### src/rtl/spi_frame_loader_if.sv
// rtl/spi_frame_loader_if.sv - serial pin and cache write-port bundle for spi_frame_loader
interface spi_frame_loader_if #(
    parameter int DATA_W = 8,
    parameter int ADDR_W = 4
);
    logic              csi_n;
    logic              csd_n;
    logic              mosi;
    logic              exec_in;
    logic              wr_en_out;
    logic              wr_sel_out;
    logic [ADDR_W-1:0] wr_addr_out;
    logic [DATA_W-1:0] wr_data_out;
    logic              busy_out;
    logic              err_out;
    logic [7:0]        frame_cnt_out;

    // Loader side: consumes pins, drives the cache write port and status.
    modport slave (
        input  csi_n, csd_n, mosi, exec_in,
        output wr_en_out, wr_sel_out, wr_addr_out, wr_data_out,
        output busy_out, err_out, frame_cnt_out
    );

    // External master side: drives pins, observes the write port and status.
    modport master (
        output csi_n, csd_n, mosi, exec_in,
        input  wr_en_out, wr_sel_out, wr_addr_out, wr_data_out,
        input  busy_out, err_out, frame_cnt_out
    );
endinterface

### src/rtl/spi_frame_loader.sv
// rtl/spi_frame_loader.sv - serial frame deframer and cache write controller, optional parity via LOADER_PARITY_EN
module spi_frame_loader #(
    parameter int DATA_W = 8,
    parameter int ADDR_W = 4
) (
    input  logic              clk,
    input  logic              rst,
    spi_frame_loader_if.slave bus
);
`ifdef LOADER_PARITY_EN
    localparam int PAR_W = 1;
`else
    localparam int PAR_W = 0;
`endif
    localparam int FRAME_W = DATA_W + ADDR_W + PAR_W;
    localparam int CNT_W   = $clog2(FRAME_W + 2);
    localparam logic [CNT_W-1:0] CNT_FULL = CNT_W'(FRAME_W);
    localparam logic [CNT_W-1:0] CNT_SAT  = CNT_W'(FRAME_W + 1);

    typedef enum logic [1:0] {IDLE, SHIFT, COMMIT, DRAIN} state_t;

    state_t             state;
    logic [FRAME_W-1:0] shreg;
    logic [CNT_W-1:0]   bit_cnt;
    logic               target;
    logic               wr_en;
    logic               busy;
    logic               err;
    logic [7:0]         frame_cnt;

    logic               tgt_cs_low;
    logic               oth_cs_low;
    logic               frame_ok;

    // The chip select that opened the frame versus the one that must stay quiet.
    assign tgt_cs_low = target ? !bus.csd_n : !bus.csi_n;
    assign oth_cs_low = target ? !bus.csi_n : !bus.csd_n;

`ifdef LOADER_PARITY_EN
    // Even parity: the XOR over the complete frame, parity bit included, must be zero.
    assign frame_ok = (bit_cnt == CNT_FULL) && !(^shreg);
`else
    assign frame_ok = (bit_cnt == CNT_FULL);
`endif

    // Deframing FSM; busy and the write strobe are registered alongside the state.
    always_ff @(posedge clk) begin
        if (rst) begin
            state     <= IDLE;
            shreg     <= '0;
            bit_cnt   <= '0;
            target    <= 1'b0;
            wr_en     <= 1'b0;
            busy      <= 1'b0;
            err       <= 1'b0;
            frame_cnt <= 8'd0;
        end else begin
            wr_en <= 1'b0;
            case (state)
                IDLE: begin
                    if (!bus.exec_in) begin
                        if (!bus.csi_n && !bus.csd_n) begin
                            err   <= 1'b1;
                            busy  <= 1'b1;
                            state <= DRAIN;
                        end else if (!bus.csi_n || !bus.csd_n) begin
                            target  <= !bus.csd_n;
                            shreg   <= {shreg[FRAME_W-2:0], bus.mosi};
                            bit_cnt <= CNT_W'(1);
                            err     <= 1'b0;
                            busy    <= 1'b1;
                            state   <= SHIFT;
                        end
                    end
                end
                SHIFT: begin
                    // Abort and collision win over a simultaneous release.
                    if (bus.exec_in || oth_cs_low) begin
                        err   <= 1'b1;
                        state <= DRAIN;
                    end else if (tgt_cs_low) begin
                        shreg <= {shreg[FRAME_W-2:0], bus.mosi};
                        if (bit_cnt != CNT_SAT) begin
                            bit_cnt <= bit_cnt + CNT_W'(1);
                        end
                    end else if (frame_ok) begin
                        wr_en <= 1'b1;
                        state <= COMMIT;
                    end else begin
                        err   <= 1'b1;
                        busy  <= 1'b0;
                        state <= IDLE;
                    end
                end
                COMMIT: begin
                    frame_cnt <= frame_cnt + 8'd1;
                    busy      <= 1'b0;
                    state     <= IDLE;
                end
                DRAIN: begin
                    if (bus.csi_n && bus.csd_n) begin
                        busy  <= 1'b0;
                        state <= IDLE;
                    end
                end
                default: begin
                    busy  <= 1'b0;
                    state <= IDLE;
                end
            endcase
        end
    end

    assign bus.wr_en_out     = wr_en;
    assign bus.busy_out      = busy;
    assign bus.err_out       = err;
    assign bus.frame_cnt_out = frame_cnt;
    assign bus.wr_sel_out    = target;
    assign bus.wr_data_out   = shreg[FRAME_W-1 -: DATA_W];
    assign bus.wr_addr_out   = shreg[PAR_W +: ADDR_W];
endmodule
### src/flat_wrapper.sv
// flat-port wrapper written by rule: the top's interface ports become plain ports
module spi_frame_loader_flat 
#(
    parameter int DATA_W = 8,
    parameter int ADDR_W = 4
)
  (clk, rst, bus_csi_n, bus_csd_n, bus_mosi, bus_exec_in, bus_wr_en_out, bus_wr_sel_out, bus_wr_addr_out, bus_wr_data_out, bus_busy_out, bus_err_out, bus_frame_cnt_out);
  spi_frame_loader_if #(.DATA_W(DATA_W), .ADDR_W(ADDR_W)) bus_i ();
  input  logic clk;
  input  logic rst;
  input wire logic [$bits(bus_i.csi_n)-1:0] bus_csi_n;
  input wire logic [$bits(bus_i.csd_n)-1:0] bus_csd_n;
  input wire logic [$bits(bus_i.mosi)-1:0] bus_mosi;
  input wire logic [$bits(bus_i.exec_in)-1:0] bus_exec_in;
  output wire logic [$bits(bus_i.wr_en_out)-1:0] bus_wr_en_out;
  output wire logic [$bits(bus_i.wr_sel_out)-1:0] bus_wr_sel_out;
  output wire logic [$bits(bus_i.wr_addr_out)-1:0] bus_wr_addr_out;
  output wire logic [$bits(bus_i.wr_data_out)-1:0] bus_wr_data_out;
  output wire logic [$bits(bus_i.busy_out)-1:0] bus_busy_out;
  output wire logic [$bits(bus_i.err_out)-1:0] bus_err_out;
  output wire logic [$bits(bus_i.frame_cnt_out)-1:0] bus_frame_cnt_out;
  assign bus_i.csi_n = bus_csi_n;
  assign bus_i.csd_n = bus_csd_n;
  assign bus_i.mosi = bus_mosi;
  assign bus_i.exec_in = bus_exec_in;
  assign bus_wr_en_out = bus_i.wr_en_out;
  assign bus_wr_sel_out = bus_i.wr_sel_out;
  assign bus_wr_addr_out = bus_i.wr_addr_out;
  assign bus_wr_data_out = bus_i.wr_data_out;
  assign bus_busy_out = bus_i.busy_out;
  assign bus_err_out = bus_i.err_out;
  assign bus_frame_cnt_out = bus_i.frame_cnt_out;
  spi_frame_loader #(.DATA_W(DATA_W), .ADDR_W(ADDR_W)) u_core (.clk(clk), .rst(rst), .bus(bus_i));
endmodule
### config.mk
export PLATFORM = sky130hd
export DESIGN_NAME = spi_frame_loader_flat
export DESIGN_NICKNAME = d
export VERILOG_FILES = /design/src/rtl/spi_frame_loader_if.sv /design/src/rtl/spi_frame_loader.sv /design/src/flat_wrapper.sv
export SDC_FILE = /design/constraint.sdc
export NUM_CORES = 1
export LEC_CHECK = 0
export ABC_CLOCK_PERIOD_IN_PS = 3100
export BUFFER_PORTS_ARGS = -buffer_cell sky130_fd_sc_hd__clkbuf_2
export CAP_MARGIN = 15
export CORE_ASPECT_RATIO = 1.2
export CORE_MARGIN = 1.5
export CORE_UTILIZATION = 57
export CTS_CLUSTER_SIZE = 40
export DETAILED_ROUTE_END_ITERATION = 8
export GPL_TIMING_DRIVEN = 0
export PLACE_DENSITY = 0.85
export SLEW_MARGIN = 20
export SYNTH_ARGS = -nofsm -noshare
export SYNTH_HDL_FRONTEND = slang
export SYNTH_SLANG_ARGS = --single-unit
### constraint.sdc
create_clock -name clk -period 3.1 [get_ports clk]
set_clock_uncertainty 0.2 [all_clocks]
set_input_delay 0.93 -clock clk [delete_from_list [all_inputs] [get_ports clk]]
set_output_delay 0.93 -clock clk [all_outputs]
set_load 0.01 [all_outputs]
### Word-level counts from Yosys, hierarchy flattened

Index checks and enable logic that the tools add are counted.

* word-level logic and storage cells: 84
* output and inout port bits: 24
* register bits: 30

* equality and inequality tests: 17
* add/subtract/negate cells: 2
* bitwise gates (word level): 3
* reductions and logical operators: 15
* mux-type cells: 39

Operators with widths (count)
* two-way mux 12 bit: 5
* two-way mux 4 bit: 6
* case mux 12 bit (2 select lines): 1
* two-way mux 1 bit: 16
* two-way mux 2 bit: 7
* AND reduction 6 bit: 2
* != test 2 bit (second input constant): 5
* adder 8 x 1 -> 8 bit (second input constant): 1
* != test 2 x 1 -> 1 bit (second input constant): 4
* case mux 2 bit (4 select lines): 1
* case mux 4 bit (2 select lines): 1
* AND reduction 4 bit: 2
* AND reduction 7 bit: 1
* != test 3 bit (second input constant): 2
* AND reduction 5 bit: 1
* adder 4 x 1 -> 4 bit (second input constant): 1
* == test 2 bit (second input constant): 2
* == test 4 bit (second input constant): 1
* != test 4 bit (second input constant): 1
* case mux 1 bit (4 select lines): 1
* OR reduction 4 bit: 1
* != test 3 x 1 -> 1 bit (second input constant): 1
* inverter 1 bit: 3
* == test 2 x 1 -> 1 bit (second input constant): 1
* 6 further kinds: 9

### Logic depth before layout (Yosys ltp)

* depth in word-level cells: 6
* mapped depth: 6

### Worst setup path after synthesis

No wires, ideal clock.

* kind: input-to-reg
* start: input bus_csi_n
* end: register u_core.shreg[0]
* setup time: 0.072 ns
* slack: 0.763 ns
* arrival time: 2.066 ns
* stages: 6
* cell sequence: buf_4 -> or3b_4 -> a21oi_4 -> a21o_1 -> buf_6 -> mux2i_1

* word-level cells in the longest chain between the ends: 5

RTL lines
* start: declaration: RTL line flat_wrapper.sv:11 `input wire logic [$bits(bus_i.csi_n)-1:0] bus_csi_n;`
* zero test 1 bit *
* two-way mux 1 bit: RTL line spi_frame_loader.sv:37 `assign oth_cs_low = target ? !bus.csi_n : !bus.csd_n;`
* logical OR 1 bit: RTL line spi_frame_loader.sv:78 `if (bus.exec_in || oth_cs_low) begin`
* != test 2 bit (no source line)
* AND reduction 6 bit (no source line) *
* end signal: assignment: RTL line spi_frame_loader.sv:68 `shreg <= {shreg[FRAME_W-2:0], bus.mosi};`
* end signal: assignment: RTL line spi_frame_loader.sv:82 `shreg <= {shreg[FRAME_W-2:0], bus.mosi};`
* end: declaration: RTL line spi_frame_loader.sv:23 `logic [FRAME_W-1:0] shreg;`

Mark *: on every way between the ends. The rest lies on a longest branch, timed or not.
A chain may end at the register's enable or synchronous reset.

### Final worst setup path

Ends and elaborated chain as after synthesis.

==> metrics.txt <==
RSZ-0062 raised after global routing no; vias per cell between 5 and 6; Mean Syn Cell Area between 9 and 10 sq um; xor/xnor share of the synthesized area 0.0487; final net count just under 200; H-Tree Depth 2; GR Util All Layers 0.224; Seq/Total Area, Yosys 0.417; Worst-Margin Slew around 0.53 ns; CTS tree done; hold_buf cts 0; Hold EP u_core.shreg[11]$_SDFFE_PP0P_; Root Buffer clkbuf_4; CP peak stage delay between 0.4 and 0.5 ns; synth warn 0; Cell Area, Synth roughly 1400 sq um; synthesized net count between 150 and 200; most area-hungry cell type in the Yosys netlist dfxtp_1; hpwl dp 2080 um; top-count cell post-synth dfxtp_1; vias in the first global route about 1,100; Relative slew margins 0.643; Yosys cell types 37; Final Hold Vio Count 0; # resized after CTS 0; flop-to-flop setup slack 1.23 ns; worst vdd ir between 0.4 and 0.5 mV; Synth Area in Compound Gates 0.132; Reg2Reg Depth 6; Port Buffers 27; worst r2r src u_core.state[1]$_SDFFE_PP0P_; Critical Path Start Type primary input; Rows 19; critical path required time 3.15 ns; FILL cells 189; post-synthesis mux area share 0.0973; # IOs 30; Yosys top cell area share 0.417; Cells after Synth approximately 150; Synth Register Bits 30; clk_lat worst skew roughly 0.33 ns; main area contributors after synthesis dfxtp_1 (42%), mux2i_1 (9.7%), nand2b_1 (9.1%), xor2_1 (4.3%), a21oi_1 (3.8%); GR Overflow Total 0; routability cong. 0.771; final period utilization 0.689; post-DR wirelength/cell ~13 um; Core Box Area 2350 sq um; final setup fails 0; setup TNS 0 ns; Hold Crit Start u_core.shreg[11]$_SDFFE_PP0P_; Post-Synth Adder-Cell Area 0.0348; slowest stage cell, crit path or3b_4; status finished, final reports clean; Die H just under 60 um; top_reg_cell synth dfxtp_1; power density over cell area 485 nW/um^2; Clock Path Buffers 2; CTS Buf Count 5; CP Data Arrival Time roughly 2.2 ns; DRT Pass-1 Iters 4; Die X 48.9 um; non-filler cells, final 220; largest net degree at the start of global routing 11; Max Cap Viol 0; simple-gate portion of the synthesized area 0.230; FFs w/ async S/R, synth 0; 1st-iter DRT viols 24; Post-synth EDFFs 0; RR Endpoint u_core.shreg[0]$_SDFFE_PP0P_; fin crit period roughly 2.1 ns; crit-path max FO 10; Leak Pwr 0.724 nW; Reg clk slew, reported paths roughly 0.09 ns; largest family of logic cells by synthesized area simple AND/OR/NAND/NOR gates; max-slew violations 0; Initial Util 0.612; total placed cells including tap cells between 200 and 250; global-route wire length before repair 4890 um; TritonCTS Sinks 30; Post-Route WL ~2800 um; residual DRC count 0; share of cells above drive strength 1 0.217; number of diodes 0; hold-critical path depth 2; die area roughly 2800 sq um; WS Path Type primary input to flip-flop; Routed Antenna Nets 0; area grow syn2layout 17.3%; worst hold path class flip-flop to flip-flop; number of antenna violations at the first check in global routing 0; crit end category flip-flop; CP cell instances buf_4 -> or3b_4 -> a21oi_4 -> a21o_1 -> buf_6 -> mux2i_1; routed vias 1,202; synth cell count leaders dfxtp_1 (30), nand2b_1 (21), mux2i_1 (14); buffer count from post-CTS setup fixing 0; FMAX about 470 MHz
==> metrics by stage <==
step / util / setup slack (ns) / cell area [sq um] / hold slack, ns / total power [W]
floorplan: - / 0.763 / 1440 / 0.248 / 0.000498
global placement: 0.686 / 0.679 / 1610 / 0.262 / 0.000521
detailed placement: 0.686 / 0.643 / 1610 / 0.278 / 0.000525
CTS: 0.718 / 0.985 / 1690 / 0.291 / 0.000830
global route: 0.718 / 0.910 / 1690 / 0.305 / 0.000855
finish: 0.718 / 0.963 / 1690 / 0.281 / 0.000819
==> registers in the layout (all words and copies together), names as in the netlist <==
register and count:
u_core.bus.err_out 1, u_core.state 2, u_core.bus.wr_en_out 1, u_core.bus.wr_sel_out 1, u_core.bit_cnt 4, u_core.shreg 12
u_core.bus.frame_cnt_out 8, u_core.bus.busy_out 1
==> logic make-up after synthesis <==
group / after synthesis
multiplexers: 14
AND/OR/NAND/NOR: 60
adder cells (fa/ha/maj): 4
buffers and inverters: 11
XOR/XNOR: 8
AO/OA/AOI/OAI: 27
flip-flops: 30
==> how the worst max path moves through the flow <==
stage	startpoint	end	slack, ns	cells past startpoint
final	bus_csi_n	u_core.shreg[0]$_SDFFE_PP0P_	0.96	6
after global routing	bus_csi_n	u_core.shreg[0]$_SDFFE_PP0P_	0.91	6
after CTS	u_core.bus.wr_sel_out$_SDFFE_PP0P_	bus_wr_sel_out	0.98	1
after detailed placement	bus_csi_n	u_core.shreg[4]$_SDFFE_PP0P_	0.64	6
after global placement	bus_csi_n	u_core.shreg[3]$_SDFFE_PP0P_	0.68	6
after floorplan	bus_csi_n	u_core.shreg[0]$_SDFFE_PP0P_	0.76	6
==> critical path, delay by kind of cell <==
family | cells | cell delay (ns)
AOI/OAI and AO/OA | 2 | 0.34
and+or+nand+nor | 1 | 0.41
buffers and inverters | 2 | 0.31
muxes | 1 | 0.20
==> routing by layer <==
metal  share of wire  routed length (um)  vias to the layer above  track usage
li1                -                   -                      605            -
met1            0.42                1150                      557        0.252
met2            0.52                1420                       35        0.380
met3           0.055                 153                        5       0.0825
met4           0.011                  30                        0        0.102
met5               0                   0                        -            0
==> power by group <==
group	total, W	internal, W	leakage (nW)	switching, W
Clock	0.000302	0.000171	0.0395	0.000131
Sequential	0.000407	0.000396	0.243	0.0000101
Combinational	0.000110	0.0000499	0.442	0.0000600
==> cell usage in the layout (no fill, tap or decap), types with 3 or more instances in the layout <==
cell type / count
a31oi_1: 3
mux2i_1: 14
nor2_1: 13
clkbuf_2: 27
clkbuf_4: 5
nand2_1: 7
a21oi_1: 11
clkbuf_1: 7
dfxtp_1: 30
nand2b_1: 21
nand4_1: 5
xor2_1: 7
and3_1: 3
ha_1: 4
==> layout make-up <==
class,count,area (sq um),area share
plain buffers,9,50.0,0.0296
clock buffers,7,45.0,0.0267
clock inverters,1,30.0,0.0178
inverters,2,7.51,0.00444
multi-input cells,113,782,0.463
flip-flops and latches,30,601,0.356
well taps,31,38.8,0.0230
repair buffers,27,135,0.0800
No activity file was read; power rests on OpenSTA's default activity.
